==> config.mk <==
export PLATFORM = sky130hd
export DESIGN_NAME = prince_sbox_sop_final
export DESIGN_NICKNAME = d
export VERILOG_FILES = /design/src/rtl/prince_sop_pkg.sv /design/src/rtl/dom_and_2sh.sv /design/src/rtl/prince_sbox_sop_final.sv
export SDC_FILE = /design/constraint.sdc
export NUM_CORES = 1
export LEC_CHECK = 0
export ABC_AREA = 1
export BUFFER_PORTS_ARGS = -buffer_cell sky130_fd_sc_hd__buf_2
export CORE_MARGIN = 3
export CORE_UTILIZATION = 48
export DETAILED_ROUTE_END_ITERATION = 10
export PLACE_DENSITY = 0.74
export SETUP_SLACK_MARGIN = 0.1
export SLEW_MARGIN = 20
export SYNTH_ARGS = -nofsm -noshare
export SYNTH_HDL_FRONTEND = slang
export SYNTH_SLANG_ARGS = --single-unit
export TNS_END_PERCENT = 30
==> constraint.sdc <==
create_clock -name clk -period 1.15 [get_ports clk]
set_input_delay 0.345 -clock clk [delete_from_list [all_inputs] [get_ports clk]]
set_output_delay 0.345 -clock clk [all_outputs]
set_load 0.02 [all_outputs]
==> src/rtl/prince_sop_pkg.sv <==
// Shared definitions for the final sum-of-products stage of the 2-share PRINCE S-box:
// monomial indices, the ANF coefficient masks of each S-box output bit and the
// stage-1 payload type.
package prince_sop_pkg;

   localparam int unsigned NSH   = 2;
   localparam int unsigned NMONO = 14;
   localparam int unsigned NOUT  = 4;
   localparam int unsigned NRND  = 5;

   // Monomial positions inside mono_sh0/mono_sh1 (and inside an ANF mask)
   localparam int unsigned MONO_X0   = 0;
   localparam int unsigned MONO_X1   = 1;
   localparam int unsigned MONO_X2   = 2;
   localparam int unsigned MONO_X3   = 3;
   localparam int unsigned MONO_X01  = 4;
   localparam int unsigned MONO_X02  = 5;
   localparam int unsigned MONO_X03  = 6;
   localparam int unsigned MONO_X12  = 7;
   localparam int unsigned MONO_X13  = 8;
   localparam int unsigned MONO_X23  = 9;
   localparam int unsigned MONO_X012 = 10;
   localparam int unsigned MONO_X013 = 11;
   localparam int unsigned MONO_X023 = 12;
   localparam int unsigned MONO_X123 = 13;
   localparam int unsigned QUAD_IDX  = 14;
   localparam int unsigned CONST_IDX = 15;

   // S-box table, nibble i holds S[i]
   localparam logic [63:0] SBOX_TABLE = 64'h4D5E_0876_19CA_23FB;

   // Stage-1 payload: both shares of the monomial vector
   typedef struct packed {
      logic [NMONO-1:0] sh1;
      logic [NMONO-1:0] sh0;
   } mono_pair_t;

   // Position of the monomial whose variable set is u (bit i set = x_i present)
   function automatic logic [3:0] anf_pos(input logic [3:0] u);
      logic [3:0] pos;
      case (u)
         4'h1:    pos = 4'(MONO_X0);
         4'h2:    pos = 4'(MONO_X1);
         4'h4:    pos = 4'(MONO_X2);
         4'h8:    pos = 4'(MONO_X3);
         4'h3:    pos = 4'(MONO_X01);
         4'h5:    pos = 4'(MONO_X02);
         4'h9:    pos = 4'(MONO_X03);
         4'h6:    pos = 4'(MONO_X12);
         4'hA:    pos = 4'(MONO_X13);
         4'hC:    pos = 4'(MONO_X23);
         4'h7:    pos = 4'(MONO_X012);
         4'hB:    pos = 4'(MONO_X013);
         4'hD:    pos = 4'(MONO_X023);
         4'hE:    pos = 4'(MONO_X123);
         4'hF:    pos = 4'(QUAD_IDX);
         default: pos = 4'(CONST_IDX);
      endcase
      return pos;
   endfunction

   // Moebius transform of output bit k: coefficient of monomial u is the XOR of S[x][k]
   // over every x whose variables are a subset of u
   function automatic logic [15:0] anf_mask(input int unsigned k);
      logic [15:0] mask;
      logic        c;
      mask = '0;
      for (int u = 0; u < 16; u++) begin
         c = 1'b0;
         for (int x = 0; x < 16; x++) begin
            if (((x & ~u) & 15) == 0) c = c ^ SBOX_TABLE[6'(4 * x + int'(k))];
         end
         mask[anf_pos(4'(u))] = c;
      end
      return mask;
   endfunction

   localparam logic [15:0] ANF_Y [0:3] = '{anf_mask(0), anf_mask(1), anf_mask(2), anf_mask(3)};

endpackage

==> src/rtl/dom_and_2sh.sv <==
// Two-share DOM AND gate. The four partial products (cross terms refreshed with r)
// are registered on en; recombination happens only after the register.
// Ports: clk/rst (sync, active-high), en (capture), a_sh0/a_sh1, b_sh0/b_sh1 (shared
// operands), r (fresh bit), q_sh0_c/q_sh1_c (shares of a&b, from registered partials).
module dom_and_2sh (
   input  logic clk,
   input  logic rst,
   input  logic en,
   input  logic a_sh0,
   input  logic a_sh1,
   input  logic b_sh0,
   input  logic b_sh1,
   input  logic r,
   output logic q_sh0_c,
   output logic q_sh1_c
);

   logic p00_q, p01_q, p11_q, p10_q;
   logic p00_d, p01_d, p11_d, p10_d;

   // Partial products; each share domain only sees one cross term, masked by r
   always_comb begin
      p00_d = p00_q;
      p01_d = p01_q;
      p11_d = p11_q;
      p10_d = p10_q;
      if (en) begin
         p00_d = a_sh0 & b_sh0;
         p01_d = (a_sh0 & b_sh1) ^ r;
         p11_d = a_sh1 & b_sh1;
         p10_d = (a_sh1 & b_sh0) ^ r;
      end
   end

   always_ff @(posedge clk) begin
      if (rst) begin
         p00_q <= 1'b0;
         p01_q <= 1'b0;
         p11_q <= 1'b0;
         p10_q <= 1'b0;
      end else begin
         p00_q <= p00_d;
         p01_q <= p01_d;
         p11_q <= p11_d;
         p10_q <= p10_d;
      end
   end

   // Recombination behind the glitch barrier
   assign q_sh0_c = p00_q ^ p01_q;
   assign q_sh1_c = p11_q ^ p10_q;

endmodule

==> src/rtl/prince_sbox_sop_final.sv <==
// Final stage of the 2-share PRINCE S-box: builds x0123 = x012 & x3 with a DOM AND and
// forms the four shared output bits as ANF XOR sums. Two-stage valid/ready pipeline.
// Ports: clk, rst (sync, active-high); in_valid/in_ready + mono_sh0/mono_sh1 (shared
// monomials m[13:0]) + rnd[4:0] (fresh randomness); out_valid/out_ready + y_sh0/y_sh1.
// REFRESH=1 XORs rnd[4:1] into both output shares.
module prince_sbox_sop_final
   import prince_sop_pkg::*;
#(
   parameter bit REFRESH = 1'b1
) (
   input  logic             clk,
   input  logic             rst,
   input  logic             in_valid,
   output logic             in_ready,
   input  logic [NMONO-1:0] mono_sh0,
   input  logic [NMONO-1:0] mono_sh1,
   input  logic [NRND-1:0]  rnd,
   output logic             out_valid,
   input  logic             out_ready,
   output logic [NOUT-1:0]  y_sh0,
   output logic [NOUT-1:0]  y_sh1
);

   logic            v1_q, v1_d, v2_q, v2_d;
   mono_pair_t      mono_q, mono_d;
   logic [NOUT-1:0] r_q, r_d;
   logic [NOUT-1:0] y0_q, y0_d, y1_q, y1_d;
   logic            accept_c, advance_c;
   logic            q0_c, q1_c;
   logic [NOUT-1:0] ys0_c, ys1_c;

   // Quartic monomial x0123 = x012 & x3
   dom_and_2sh u_dom (
      .clk     (clk),
      .rst     (rst),
      .en      (accept_c),
      .a_sh0   (mono_sh0[MONO_X012]),
      .a_sh1   (mono_sh1[MONO_X012]),
      .b_sh0   (mono_sh0[MONO_X3]),
      .b_sh1   (mono_sh1[MONO_X3]),
      .r       (rnd[0]),
      .q_sh0_c (q0_c),
      .q_sh1_c (q1_c)
   );

   // Handshake, stage control and the per-share ANF sums
   always_comb begin
      in_ready  = !v1_q || !v2_q || out_ready;
      accept_c  = in_valid && in_ready;
      advance_c = v1_q && (!v2_q || out_ready);

      v1_d   = v1_q;
      v2_d   = v2_q;
      mono_d = mono_q;
      r_d    = r_q;
      y0_d   = y0_q;
      y1_d   = y1_q;
      ys0_c  = '0;
      ys1_c  = '0;

      // Each share is summed independently; only share 0 carries the constant term
      for (int k = 0; k < int'(NOUT); k++) begin
         ys0_c[k] = (^(ANF_Y[k][NMONO-1:0] & mono_q.sh0)) ^ (ANF_Y[k][QUAD_IDX] & q0_c)
                    ^ ANF_Y[k][CONST_IDX] ^ (REFRESH & r_q[k]);
         ys1_c[k] = (^(ANF_Y[k][NMONO-1:0] & mono_q.sh1)) ^ (ANF_Y[k][QUAD_IDX] & q1_c)
                    ^ (REFRESH & r_q[k]);
      end

      if (accept_c) begin
         v1_d       = 1'b1;
         mono_d.sh0 = mono_sh0;
         mono_d.sh1 = mono_sh1;
         r_d        = rnd[NRND-1:1];
      end else if (advance_c) begin
         v1_d = 1'b0;
      end

      if (advance_c) begin
         v2_d = 1'b1;
         y0_d = ys0_c;
         y1_d = ys1_c;
      end else if (out_ready) begin
         v2_d = 1'b0;
      end
   end

   always_ff @(posedge clk) begin
      if (rst) begin
         v1_q   <= 1'b0;
         v2_q   <= 1'b0;
         mono_q <= '0;
         r_q    <= '0;
         y0_q   <= '0;
         y1_q   <= '0;
      end else begin
         v1_q   <= v1_d;
         v2_q   <= v2_d;
         mono_q <= mono_d;
         r_q    <= r_d;
         y0_q   <= y0_d;
         y1_q   <= y1_d;
      end
   end

   assign out_valid = v2_q;
   assign y_sh0     = y0_q;
   assign y_sh1     = y1_q;

endmodule

# After elaboration in Yosys (flattened, before gate mapping)
# Index checks and enable logic that the tools add are counted.
# totals
output_inout_bits,10
word_cells,36
ff_bits,30
in_bits,37
# classes
reduce_logical,17
bitwise_logic,8
mux,4
# op_table
operator,n
XOR reduction 14 bit,8
bitwise XOR 1 bit,8
two-way mux 1 bit,4
nonzero test 2 bit,2
logical OR 1 bit,3
logical AND 1 bit,2
zero test 1 bit,2

# Longest topological paths before layout
# depth
word_depth,5
depth_mapped,7

# Least setup slack after synthesis
# OpenSTA, ideal clock, no wires.
# synth_path
path_kind,reg2reg
from,register v2_q (netlist: out_valid)
to,register r_q[3]
t_arrival_ns,1.165
setup_time_ns,0.116
path_buffers,1
path_stages_with_launch,7
setup_slack_ns,-0.131
path_cell_list,dfxtp_1 -> nand3_4 -> nand2_8 -> inv_6 -> buf_6 -> nor2_2 -> nor2_1
# synth_between
elab_chain_cells,4
# synth_rtl
item,line,source
from (decl),prince_sbox_sop_final.sv:24,"logic v1_q, v1_d, v2_q, v2_d;"
from (signal assigned),prince_sbox_sop_final.sv:97,v2_q <= v2_d;
zero test 1 bit,prince_sbox_sop_final.sv:48,in_ready = !v1_q || !v2_q || out_ready;
logical OR 1 bit (2 in series),prince_sbox_sop_final.sv:48,
named net in_ready,prince_sbox_sop_final.sv:14,"output logic in_ready,"
logical AND 1 bit,prince_sbox_sop_final.sv:49,accept_c = in_valid && in_ready;
to (signal assigned),prince_sbox_sop_final.sv:99,r_q <= r_d;
to (decl),prince_sbox_sop_final.sv:26,"logic [NOUT-1:0] r_q, r_d;"
# The timed path passes the listed nets, and every way through them passes these cells.
# A chain may end at the register's enable or synchronous reset.

# Final worst setup path
# layout_path
from,register v1_q
to,output port in_ready
# layout_between
elab_chain_cells,3
# layout_rtl
item,line,source
from (decl),prince_sbox_sop_final.sv:24,
from (signal assigned),prince_sbox_sop_final.sv:96,v1_q <= v1_d;
zero test 1 bit,prince_sbox_sop_final.sv:48,
logical OR 1 bit (2 in series),prince_sbox_sop_final.sv:48,
to (decl),prince_sbox_sop_final.sv:14,
# No other way between the ends.

==> summary.txt <==
final setup margin = -0.116 ns
CTS max path bufs = 2
Num CTS Buffers = 3
Setup CP Type = reg -> out
synthesis warning total = 0
Core Footprint = 2520 um^2
status = complete, but fails checks
grt total ovfl = 0
fmax = 790 MHz
reg2reg end = mono_q[19]$_SDFFE_PP0P_
violated checks = negative setup slack
Initial Util = 51.2%
via count = 1231
R2R cell count = 7
CTS tree = built
gpl congestion = 0.726
min cycle time layout = 1.27 ns
Hold Path End = mono_q[1]$_SDFFE_PP0P_
first-pass GRT wire length = 4520 um
Peak VDD IR = 0.857 mV
CP max FO = 2
Final ANT Viol Nets = 0
Nets = 272
syn_nets = 230
placed insts = 255
Die H = 57.9 um
MaxCap Viol Count = 0
Total GRT Usage = 17.3%
drt first pass iters = 4
WHS Path Cells = 3
synth-to-layout area growth = 32.1%
register area share after synthesis = 40.3%
CP startpoint kind = register
count of cell types in the netlist = 17
largest net degree at the start of global routing = 22
Routed WL = 2830 um
Netlist Area Pre-Place = 1290 um^2
worst slew pin tran = 0.560 ns
drt via density = 4.66
die span in x = 57.9 um
final setup vio count = 16
# IOs = 47
HPWL after detailed placement = 1870 um
H-Tree Level Count = 1
initial DRC count = 35
Final Slew Violations = 0
Leak = 0.846 nW
Wirelength per Cell = 10.7 um
Final Hold Viols = 0
clock latency on the worst-skew pair = 0.33 ns
Hold Crit Start = mono_sh0[1]
Post-Route Skew = 0.00864 ns
#FFs+latches synth = 26
antenna diode count = 0
Non-Filler Instances = 264
vias in the first global route = 1089
DRC viols = 0
Max-slew headroom = 62.6%
Post-Syn Instances = 193
power per cell area = 1240 nW/um^2
row cnt = 18
crit path DAT = 0.92 ns
clock slew at reported path FFs = 0.14 ns
Critical Path RT = 0.81 ns
# clock sinks = 26
Period Utilization, post-route = 110%
Crit. End Element = primary output
CTS root buf = clkbuf_4
I/O Buffers = 29
RR Startpoint = out_valid$_SDFFE_PP0P_
flop2flop setup slack = -0.04 ns
CTS Hold Bufs = 0
share of cells above drive strength 1 = 33.8%
hold_ws = 0.234 ns
worst hold path class = in -> reg
Post-Syn Area per Cell = 6.70 um^2
initial antenna violation count = 0
RSZ-0062 raised after global routing = yes
Die ar. = 3350 um^2
==> sequential cells by signal, summed over array words and instances (netlist names) <==
register,count
v1_q,1
y_sh1,4
y_sh0,4
mono_q,12
r_q,4
out_valid,1
==> logic make-up (layout without fill, tap and decap cells) <==
group	count (synthesis)	count (layout)	share of synthesized area, %
simple gates	108	109	36.5
buf+inv	30	70	11.1
compound gates	29	29	12.1
flops	26	26	40.3
==> critical path: stages, from the launching register on <==
cell and delay (ns):
dfxtp_2 0.38, nand3_4 0.08, buf_6 0.13
==> where the power goes <==
| group | total [mW] | internal [mW] | leakage [nW] | switching (mW) |
|---|---|---|---|---|
| logic | 0.451 | 0.204 | 0.599 | 0.247 |
| registers | 1.04 | 0.974 | 0.220 | 0.0653 |
| clock network | 0.629 | 0.353 | 0.0279 | 0.276 |
==> cells in the mapped netlist <==
cell | n | area (um^2)
inv_2 | 2 | 7.51
dfxtp_1 | 26 | 521
o21ai_1 | 14 | 70.1
a21oi_4 | 1 | 16.3
buf_6 | 2 | 22.5
clkbuf_1 | 2 | 7.51
a21oi_1 | 7 | 35.0
o21ai_0 | 7 | 35.0
nand3_4 | 1 | 17.5
nand3_1 | 9 | 45.0
buf_8 | 1 | 15.0
inv_6 | 1 | 8.76
nand2_1 | 45 | 169
nor2_1 | 42 | 158
nand2_8 | 1 | 20.0
inv_1 | 22 | 82.6
nor2_2 | 10 | 62.6
==> cells in the final DEF (no fill, tap or decap) <==
master and instances:
a21oi_1 6, a21oi_2 1, a21oi_4 1, buf_2 20
buf_4 6, buf_6 15, bufinv_16 1, clkbuf_4 3
dfxtp_1 16, dfxtp_2 9, dfxtp_4 1, inv_1 22
inv_12 1, inv_2 1, inv_4 1, nand2_1 44
nand2_2 1, nand2_4 1, nand2_8 1, nand3_1 9
nand3_4 1, nor2_1 38, nor2_2 14, o21ai_0 7
o21ai_1 13, o21ai_2 1
==> cell type report <==
| class | count | area [um^2] |
|---|---|---|
| Clock buffer | 3 | 22.5 |
| Clock inverter | 1 | 30.0 |
| Fill cell | 226 | 815 |
| Inverter | 25 | 109 |
| Multi-Input combinational cell | 138 | 659 |
| Sequential cell | 26 | 536 |
| Tap cell | 30 | 37.5 |
| Timing Repair Buffer | 41 | 314 |
==> stage by stage <==
stage	cell area (um^2)	utilization [%]	setup TNS, ns	total power, mW	worst slack (ns)
after floorplan	1300	-	0	1.32	0.0668
after global placement	1500	59.3	-0.333	1.43	-0.0665
after detailed placement	1500	59.3	-0.602	1.44	-0.0832
after CTS	1660	65.7	-0.228	2.12	-0.126
after global routing	1710	67.7	-1.89	2.23	-0.154
final	1710	67.7	-0.400	2.12	-0.116
==> timing repair <==
item	in CTS	in global routing
pin swaps	9	11
setup endpoints to repair	15	34
resized for setup	32	10
cloned	0	1
setup buffers	3	1
==> routing by layer <==
layer  vias up  GRT usage, %  share of wire (%)
li1        675             -                  -
met1       522          21.8                 46
met2        27          29.4                 47
met3         7          2.67                4.0
met4         0          6.95                2.6
met5         -             0                  0
==> worst max-delay path by stage <==
| stage | cells after the start | start | endpoint | slack, ns |
|---|---|---|---|---|
| global route | 2 | v1_q$_SDFFE_PP0P_ | in_ready | -0.15 |
| CTS | 2 | out_valid$_SDFFE_PP0P_ | in_ready | -0.13 |
| finish | 2 | v1_q$_SDFFE_PP0P_ | in_ready | -0.12 |
| detailed placement | 4 | rst | r_q[3]$_SDFFE_PP0P_ | -0.08 |
| floorplan | 6 | out_valid$_SDFFE_PP0P_ | r_q[3]$_SDFFE_PP0P_ | 0.07 |
| global placement | 4 | rst | r_q[3]$_SDFFE_PP0P_ | -0.07 |
Note: power is estimated with default switching activity, not from simulation.
